`src/rtl/mips_run_ctrl.sv`:
```
// Run controller for the single-cycle MIPS core: sequences core reset, runs, stops on halt/budget.
// Optional pc-stall detection is enabled with `define MIPS_RUN_CTRL_STALL_DETECT_EN.
module mips_run_ctrl #(
    parameter int unsigned RST_CYCLES  = 2,
    parameter int unsigned MAX_CYCLES  = 32,
    parameter int unsigned CNT_W       = 16,
    parameter logic [31:0] HALT_INSTR  = 32'h0000000C,
    parameter int unsigned STALL_LIMIT = 4
) (
    input  logic             clk,
    input  logic             reset,
    input  logic             start,
    input  logic [31:0]      pc,
    input  logic [31:0]      instr,
    output logic             core_reset,
    output logic             running,
    output logic             done,
    output logic             timeout,
    output logic [CNT_W-1:0] cycle_count
);

    localparam int unsigned HW = (RST_CYCLES > 1) ? $clog2(RST_CYCLES) : 1;

    typedef enum logic [2:0] {S_IDLE, S_HOLD, S_RUN, S_DONE, S_TOUT} state_t;

    state_t           state_q, state_d;
    logic [HW-1:0]    hold_q, hold_d;
    logic [CNT_W-1:0] count_q, count_d;
    logic             core_reset_q, core_reset_d;
    logic             running_q, running_d;
    logic             done_q, done_d;
    logic             timeout_q, timeout_d;
    logic             stall_hit;

`ifdef MIPS_RUN_CTRL_STALL_DETECT_EN
    localparam int unsigned SW = $clog2(STALL_LIMIT + 1);

    logic [31:0]   prev_pc_q;
    logic [SW-1:0] same_q, same_d;

    // same_q counts consecutive RUN cycles that have shown the current pc; zero means no history.
    always_comb begin
        same_d    = same_q;
        stall_hit = 1'b0;
        if (state_q == S_HOLD) begin
            same_d = '0;
        end else if (state_q == S_RUN) begin
            same_d    = (same_q != '0 && pc == prev_pc_q) ? same_q + 1'b1 : SW'(1);
            stall_hit = (same_d == SW'(STALL_LIMIT));
        end
    end

    always_ff @(posedge clk or posedge reset) begin
        if (reset) same_q <= '0;
        else       same_q <= same_d;
    end

    always_ff @(posedge clk) begin
        if (state_q == S_RUN) prev_pc_q <= pc;
    end
`else
    logic unused_pc;
    assign unused_pc = ^pc;
    assign stall_hit = 1'b0;
`endif

    always_comb begin
        state_d   = state_q;
        hold_d    = hold_q;
        count_d   = count_q;
        done_d    = done_q;
        timeout_d = timeout_q;
        case (state_q)
            S_IDLE, S_DONE, S_TOUT: begin
                if (start) begin
                    state_d   = S_HOLD;
                    hold_d    = HW'(RST_CYCLES - 1);
                    count_d   = '0;
                    done_d    = 1'b0;
                    timeout_d = 1'b0;
                end
            end
            S_HOLD: begin
                if (hold_q == '0) state_d = S_RUN;
                else              hold_d  = hold_q - 1'b1;
            end
            S_RUN: begin
                // The final cycle is counted too, so a halt on cycle N reports N.
                count_d = count_q + 1'b1;
                if (instr == HALT_INSTR || stall_hit) begin
                    state_d = S_DONE;
                    done_d  = 1'b1;
                end else if (count_d == CNT_W'(MAX_CYCLES)) begin
                    state_d   = S_TOUT;
                    timeout_d = 1'b1;
                end
            end
            default: state_d = S_IDLE;
        endcase
        core_reset_d = (state_d != S_RUN);
        running_d    = (state_d == S_RUN);
    end

    always_ff @(posedge clk or posedge reset) begin
        if (reset) begin
            state_q      <= S_IDLE;
            hold_q       <= '0;
            count_q      <= '0;
            core_reset_q <= 1'b1;
            running_q    <= 1'b0;
            done_q       <= 1'b0;
            timeout_q    <= 1'b0;
        end else begin
            state_q      <= state_d;
            hold_q       <= hold_d;
            count_q      <= count_d;
            core_reset_q <= core_reset_d;
            running_q    <= running_d;
            done_q       <= done_d;
            timeout_q    <= timeout_d;
        end
    end

    assign core_reset  = core_reset_q;
    assign running     = running_q;
    assign done        = done_q;
    assign timeout     = timeout_q;
    assign cycle_count = count_q;

endmodule
```
`config.mk`:
```
export PLATFORM = sky130hd
export DESIGN_NAME = mips_run_ctrl
export DESIGN_NICKNAME = d
export VERILOG_FILES = /design/src/rtl/mips_run_ctrl.sv
export SDC_FILE = /design/constraint.sdc
export NUM_CORES = 1
export LEC_CHECK = 0
export ABC_AREA = 1
export BUFFER_PORTS_ARGS = -buffer_cell sky130_fd_sc_hd__clkbuf_2
export CAP_MARGIN = 0
export CORE_ASPECT_RATIO = 0.8
export CORE_UTILIZATION = 42
export CTS_BUF_LIST = sky130_fd_sc_hd__clkbuf_4
export CTS_CLUSTER_DIAMETER = 50
export CTS_CLUSTER_SIZE = 20
export DETAILED_ROUTE_END_ITERATION = 8
export GPL_TIMING_DRIVEN = 0
export PLACE_DENSITY = 0.85
export SYNTH_ARGS = -nofsm -noshare
export SYNTH_HDL_FRONTEND = slang
export SYNTH_SLANG_ARGS = --single-unit
```
`constraint.sdc`:
```
create_clock -name clk -period 1.65 [get_ports clk]
set_clock_uncertainty 0.15 [all_clocks]
set_input_delay 0.33 -clock clk [delete_from_list [all_inputs] [get_ports clk]]
set_output_delay 0.33 -clock clk [all_outputs]
set_load 0.005 [all_outputs]
```
# == After elaboration in Yosys (flattened, before gate mapping) ==
# Cells that the tools add are included.
# totals
word_cells,45
input_bits,67
register_bits,24
out_inout_bits,20
# op_classes
n_mux,16
add_sub_neg,2
eq_ne,12
n_reduce_logical,8
# ops
operator,n
$eq A32 B4 Y1 const B,1
$pmux W16 S2,1
$add A16 B1 Y16 const B,1
$eq A16 B6 Y1 const B,1
$mux W16,1
$mux W3,4
$eq A3 B2 Y1 const B,3
$pmux W3 S3,1
$ne A2 B2 Y1 const B,4
$mux W1,6
$pmux W1 S2,3
$reduce_and A2 Y1,2
$reduce_and A4 Y1,1
$reduce_bool A2 Y1,2
$eq A3 B1 Y1 const B,1
$eq A3 B3 Y1 const B,1
$logic_not A3 Y1,1
$ne A3 B2 Y1 const B,1
$reduce_and A3 Y1,1
$reduce_or A3 Y1,1
$sub A1 B1 Y1 const B,1

# == Depth between registers and ports, before layout ==
# Gate-level depths: netlist of run 1.
# depth
depth_word,6
mapped_depth,14

# == Least setup slack after synthesis of run 1 ==
# No wires, ideal clock.
# synth_path
path_type,reg-to-reg
startpoint,"register count_q[0], in the netlist cycle_count[0]"
endpoint,"register running_q, in the netlist running"
arrival_time_ps,1566
synth_period_minus_slack_ps,1848
setup_slack_ps,-198
path_stages_with_launch,13
path_cell_list,dfrtp_1 -> ha_1 -> nand2_1 -> nor2_2 -> nand2_2 -> inv_2 -> nand2_1 -> xor2_1 -> nand2_1 -> nor2_1 -> nand2_1 -> nand2_2 -> a21oi_1
# synth_between
elab_chain_cells,6
# synth_lines
element,line_no,rtl
start: declaration,28,"logic [CNT_W-1:0] count_q, count_d;"
start signal: assignment,116,count_q <= count_d;
$add A16 B1 Y16,89,count_d = count_q + 1'b1;
$eq A16 B6 Y1,93,end else if (count_d == CNT_W'(MAX_CYCLES)) begin
$mux W3,93,
$mux W3,90,if (instr == HALT_INSTR || stall_hit) begin
$pmux W3 S3,73,case (state_q)
$eq A3 B2 Y1,101,running_d = (state_d == S_RUN);
named net running_d,30,"logic running_q, running_d;"
end signal: assignment,118,running_q <= running_d;
end: declaration,30,
# The timed path passes the listed nets, and every way through them passes these cells.
# A chain may end at the register's enable or synchronous reset.

# == Worst setup path in the final report of run 1 ==
# layout_path
startpoint,"register count_q[8], in the netlist cycle_count[8]"
endpoint,register state_q[1]
# layout_between
elab_chain_cells,5
# layout_lines
element,line_no,rtl
$add A16 B1 Y16,89,
$eq A16 B6 Y1,93,
$mux W3,93,
$mux W3,90,
$pmux W3 S3,73,
named net state_d[1],26,"state_t state_q, state_d;"
end signal: assignment,114,state_q <= state_d;
end: declaration,26,
# The timed path passes the listed nets, and every way through them passes these cells.

==> metrics.txt, run 1 <==
Post-Synthesis Cell Area around 0.0017 mm²; syn_nets 314; GRT Overall Usage 0.223; initial antenna violation count 0; post-layout min period ~1.9 ns; CTS tree yes; I/O Pins slightly below 90; total power between 0.002 and 0.0025 W; Setup TNS -1.24 ns; vias in the first global route 1709; ys flop type dfrtp_1; Placed Cells 351; die footprint ~0.0042 mm²; crit path capture type flop; PD cells 937 mW/mm²; most common cell after layout, fill and taps aside nand2_1; via count 1855; RePlAce Congestion 0.813; post-synthesis sequential element count 24; Port Buffers 54; Area contributors post-synth dfrtp_1 35%, nand2_1 15%, nor2_1 11%; EDFF count, synth 0; share of layout cells above drive strength 1 0.355; clk slew on worst S/H paths 0.14 ns; worst skew pair latency roughly 0.33 ns; crit share post-route 1.16; Yosys top cell area share 0.349; Vert. Die Dim 58.1 µm; relative slew slack 0.391; final setup fails 5; Via density about 5; cell count after synthesis about 250; violated checks setup timing; Core Area 0.00359 mm²; CTS Buf Count 3; drt drc 0; P_leak 1.17 nW; Hold Crit Class in -> async; FMAX 521 MHz; RSZ-0062 raised after global routing yes; Root Buffer clkbuf_4; Core Util, Final 0.629; row count 19; Worst EP arrival 1.98 ns; antenna-violating nets left 0; Min Hold Slack 0.00569 ns; commonest cells after routing, fill and taps aside 64 x nand2_1, 55 x clkbuf_2, 45 x nor2_1; drt wl/cell 12.0 µm; Yosys top cell by area dfrtp_1; max-slew violation count 0; Post-Layout Cell Count 370; H-Tree Level Count 1; Worst Max-Slew Pin Slew 0.912 ns; sequential share of the synthesized area 0.365; Max-Cap Viols 0; Total Wirelength roughly 4400 µm; first-pass GRT wire length 7370 µm; ys async rst share 1.00; critical path start-end classification reg -> reg; syn_area_per_cell just under 7 µm²; largest net degree at the start of global routing 25; yosys warns 0; Die Width 72.1 µm; HPWL after detailed placement 3180 µm; crit path launch type flop; GR Overflow Total 0; outcome complete, but fails checks; worst vdd ir ~870 µV; Area growth syn-to-layout 36.8%; critical path data required time around 1.7 ns; fin nets roughly 390; Hold-fix buffers, CTS 0; Clock Path Buffers 2; Sink Count 24; effective utilization at floorplan 0.460; fill count 326; Initial DRC Count between 150 and 200; largest fanout on the critical path 4; Hold Vio Cnt, Final 0; final worst setup slack -0.269 ns; post-synth cell types 31; router iterations before antenna repair 4; ANT cells 0
## sequential cells by signal (all words and copies together), names as in the netlist
register,flops
running,1
cycle_count,16
hold_q,1
core_reset,1
timeout,1
done,1
state_q,3
## cell type report
class / count / area, µm² / area share
inverter: 30 / 120 / 0.0532
clock inverter: 1 / 3.75 / 0.00166
multi-input combinational: 188 / 1020 / 0.453
sequential: 24 / 609 / 0.270
buffer: 3 / 23.8 / 0.0105
clock buffer: 3 / 22.5 / 0.00997
tap: 52 / 65.1 / 0.0288
timing repair buffer: 69 / 390 / 0.173
## cells by family (layout without fill, tap and decap cells)
group	after synthesis	in the layout	synth area share
compound gates	23	23	0.0773
xor+xnor	5	5	0.0311
fa+ha+maj	2	2	0.0152
buf+inv	33	106	0.0773
flops	24	24	0.365
simple gates	158	158	0.434
## critical path: stages, from the launching register on
cell and delay (ns):
dfrtp_1 0.45, nand2_1 0.13, nor2_2 0.23, nand2_1 0.08, o21ai_1 0.16, nand2_1 0.11, inv_1 0.08, nand2_1 0.05
nor2_1 0.12, nand2_1 0.08, nand2_2 0.08, nand2_2 0.06
## synth_stat cells, types with 3 or more instances
cell type and n:
a21oi_1 4, dfrtp_1 23, inv_1 28, nand2_1 68, nand2_2 7, nand3_1 12
nand4_1 7, nor2_1 49, nor4_1 4, o21ai_0 9, o22ai_1 7, xor2_1 3
## final timing paths
| check | slack, ns | cells past startpoint | startpoint | end |
|---|---|---|---|---|
| max in group asynchronous | 0.72 | 2 | reset | cycle_count[4] |
| max reg2reg | -0.27 | 11 | cycle_count[8] | state_q[1] |
| min reg2reg | 0.35 | 2 | timeout | timeout |
| max | -0.27 | 11 | cycle_count[8] | state_q[1] |
| min in group clk | 0.15 | 4 | start | state_q[2] |
| min | 0.006 | 2 | reset | cycle_count[8] |
## metrics by stage
stage / cell area [µm²] / worst slack, ns
after floorplan: 1670 / -0.0927
after global placement: 2000 / -0.280
after detailed placement: 2000 / -0.314
after CTS: 2170 / -0.150
after global routing: 2260 / -0.356
final: 2260 / -0.269
## metal layers
layer	routed length, µm	vias to the layer above	GRT usage
met5	0	-	0
met4	14	0	0.0280
met3	197	4	0.0539
met2	2110	51	0.370
met1	2120	861	0.306
li1	-	939	-
## repair_timing
action | in CTS | in global routing
buffers inserted | 11 | 4
hold endpoints to repair | 0 | 0
pin swaps | 8 | 16
setup endpoints to repair | 17 | 20
gates resized for setup | 16 | 20
## power by group
part | switching (W) | internal [W]
sequential | 0.000105 | 0.000702
clock | 0.000188 | 0.0000889
combinational | 0.000600 | 0.000431
total | 0.000893 | 0.00122
No activity file was read; power rests on OpenSTA's default activity.
==> run 2: changes to the inputs <==
Settings changed: CORE_MARGIN from default to 8, PLACE_DENSITY 0.85 to 0.77, SETUP_SLACK_MARGIN from default to 0.05.
==> metrics.txt, run 2 (synthesized netlist as in run 1, its figures left out) <==
CTS Buf Count 3 (unchanged); Port Buffers 54 (unchanged); Core Util, Final 0.617 (was 0.629); Multi-input gate area 0.00108 mm² (was 0.00102 mm²); Via density 4.95 (was 5.01); I/O Pins 87 (unchanged); row count 20 (was 19); FMAX 535 MHz (was 521 MHz); H-Tree Level Count 1 (unchanged); Reg power frac 0.362 (was 0.382); violated checks setup timing (unchanged); first-pass GRT wire length 7860 µm (was 7370 µm); Reg area 612 µm² (was 609 µm²); ANT cells 0 (unchanged); worst skew pair latency 0.34 ns (was 0.33 ns); Core Area 0.00378 mm² (was 0.00359 mm²); share of layout cells above drive strength 1 0.411 (was 0.355); Min Hold Slack 0.0101 ns (was 0.00569 ns); internal power 0.00129 W (was 0.00122 W); largest net degree at the start of global routing 25 (unchanged); Comb pwr share 0.501 (was 0.488); max-slew violation count 0 (unchanged); initial antenna violation count 0 (unchanged); Vert. Die Dim 72.1 µm (was 58.1 µm); clk slew on worst S/H paths 0.15 ns (was 0.14 ns); antenna-violating nets left 0 (unchanged); Sink Count 24 (unchanged); GR Overflow Total 0 (unchanged); Max-Cap Viols 0 (unchanged); P_leak 1.17 nW (about the same); critical path start-end classification reg -> reg (unchanged); Area growth syn-to-layout 41.2% (was 36.8%); HPWL after detailed placement 3500 µm (was 3180 µm); drt wl/cell 13.6 µm (was 12.0 µm); PD cells 967 mW/mm² (was 937 mW/mm²); Worst EP arrival 1.94 ns (was 1.98 ns); crit share post-route 1.13 (was 1.16); CTS tree yes (unchanged); critical path data required time 1.72 ns (was 1.71 ns); worst vdd ir 809 µV (was 870 µV); router iterations before antenna repair 4 (unchanged); outcome complete, but fails checks (unchanged); Placed Cells 354 (was 351); RePlAce Congestion 0.812 (was 0.813); GRT Overall Usage 0.157 (was 0.223); Hold Crit Class in -> async (unchanged); crit path launch type flop (unchanged); fin nets 389 (was 388); Die Width 86.1 µm (was 72.1 µm); final setup fails 5 (unchanged); largest fanout on the critical path 4 (unchanged); Post-Layout Cell Count 374 (was 370); CP Buf/Inv Count 0 (was 1); worst slack at placement -0.298 ns (was -0.314 ns); Clock Path Buffers 2 (unchanged); commonest cells after routing, fill and taps aside 59 x nand2_1, 55 x clkbuf_2, 41 x nor2_1 (was 64 x nand2_1, 55 x clkbuf_2, 45 x nor2_1); total power 0.00225 W (was 0.00212 W); Net Sw Frac 0.426 (was 0.422); CP most frequent cell nand2_1 (unchanged); FF-to-FF Start cycle_count[8] (unchanged); Hold Vio Cnt, Final 0 (unchanged); Worst Max-Slew Pin Slew 0.954 ns (was 0.912 ns); effective utilization at floorplan 0.437 (was 0.460); RSZ-0062 raised after global routing yes (unchanged); Root Buffer clkbuf_4 (unchanged); max reg flops 16 (unchanged); die footprint 0.00620 mm² (was 0.00419 mm²); P_sw 0.000960 W (was 0.000893 W); post-layout min period 1.87 ns (was 1.92 ns); vias in the first global route 1722 (was 1709); via count 1853 (was 1855); cells along the critical path nand2_1, nor2_2, nand2_1, nor2_4, xor2_2, nand2_1, nor2_1, nand2_1, nand2_2, nand2_2 (was nand2_1, nor2_2, nand2_1, o21ai_1, nand2_1, inv_1, nand2_1, nor2_1, nand2_1, nand2_2, nand2_2); Hold-fix buffers, CTS 0 (unchanged); crit path from cycle_count[8] (unchanged); fill count 338 (was 326); drt drc 0 (unchanged); Max stage delay cell, worst path dfrtp_1 (unchanged); Total Wirelength 5080 µm (was 4440 µm); Clock power frac 0.137 (was 0.131); final worst setup slack -0.220 ns (was -0.269 ns); most common cell after layout, fill and taps aside nand2_1 (unchanged); CP delay by family, top simple AND/OR/NAND/NOR gates (unchanged); relative slew slack 0.364 (was 0.391); Crit path largest cell delay 0.44 ns (was 0.45 ns); crit path capture type flop (unchanged); Initial DRC Count 100 (was 164)
## run 2: changes by cell type in the layout (fill, tap and decap cells not counted), sizes merged
| cell | previous run | this run |
|---|---|---|
| buf | 16 | 18 |
| clkinv | 2 | 1 |
## run 2: layout make-up
| type | instances | area share |
|---|---|---|
| timing repair buffer | 70 | 0.172 |
| multi-input combinational | 188 | 0.463 |
| clock buffer | 4 | 0.0129 |
| sequential | 24 | 0.262 |
| tap | 55 | 0.0295 |
| inverter | 30 | 0.0499 |
| buffer | 3 | 0.0102 |
## run 2: what timing repair did
| action | in CTS | in global routing |
|---|---|---|
| gates resized for setup | 13 | 42 |
| setup endpoints to repair | 17 | 20 |
| setup buffers | 10 | 5 |
| cloned | 0 | 1 |
| pin swaps | 6 | 14 |
## run 2: metal layers
| layer | up-vias | GRT usage | wire, µm |
|---|---|---|---|
| li1 | 930 | - | - |
| met1 | 851 | 0.191 | 2150 |
| met2 | 63 | 0.271 | 2510 |
| met3 | 9 | 0.0395 | 347 |
| met4 | 0 | 0.0349 | 69 |
| met5 | - | 0 | 0 |
## run 2: path summary, 6_finish.rpt
kind	end	slack, ns	cells past startpoint
setup / recovery	state_q[1]	-0.22	10
hold / removal	state_q[2]	0.01	2
setup reg to reg	state_q[1]	-0.22	10
hold reg to reg	done	0.35	2
max in group asynchronous	cycle_count[3]	0.68	2
min in group clk	state_q[2]	0.11	4
## run 2: metrics by stage
step | instance area, µm² | setup TNS, ns
after CTS | 2150 | -0.778
after global routing | 2330 | -1.45
after global placement | 2010 | -2.38
after floorplan | 1670 | -0.248
after detailed placement | 2010 | -2.45
final | 2330 | -0.969
## run 2: power groups by stage
stage               clock network (W)  registers [W]  logic (W)
global route                 0.000340       0.000830    0.00122
floorplan                           0       0.000819   0.000500
global placement                    0       0.000824   0.000749
detailed placement                  0       0.000826   0.000769
CTS                          0.000311       0.000789   0.000912
finish                       0.000309       0.000816    0.00113
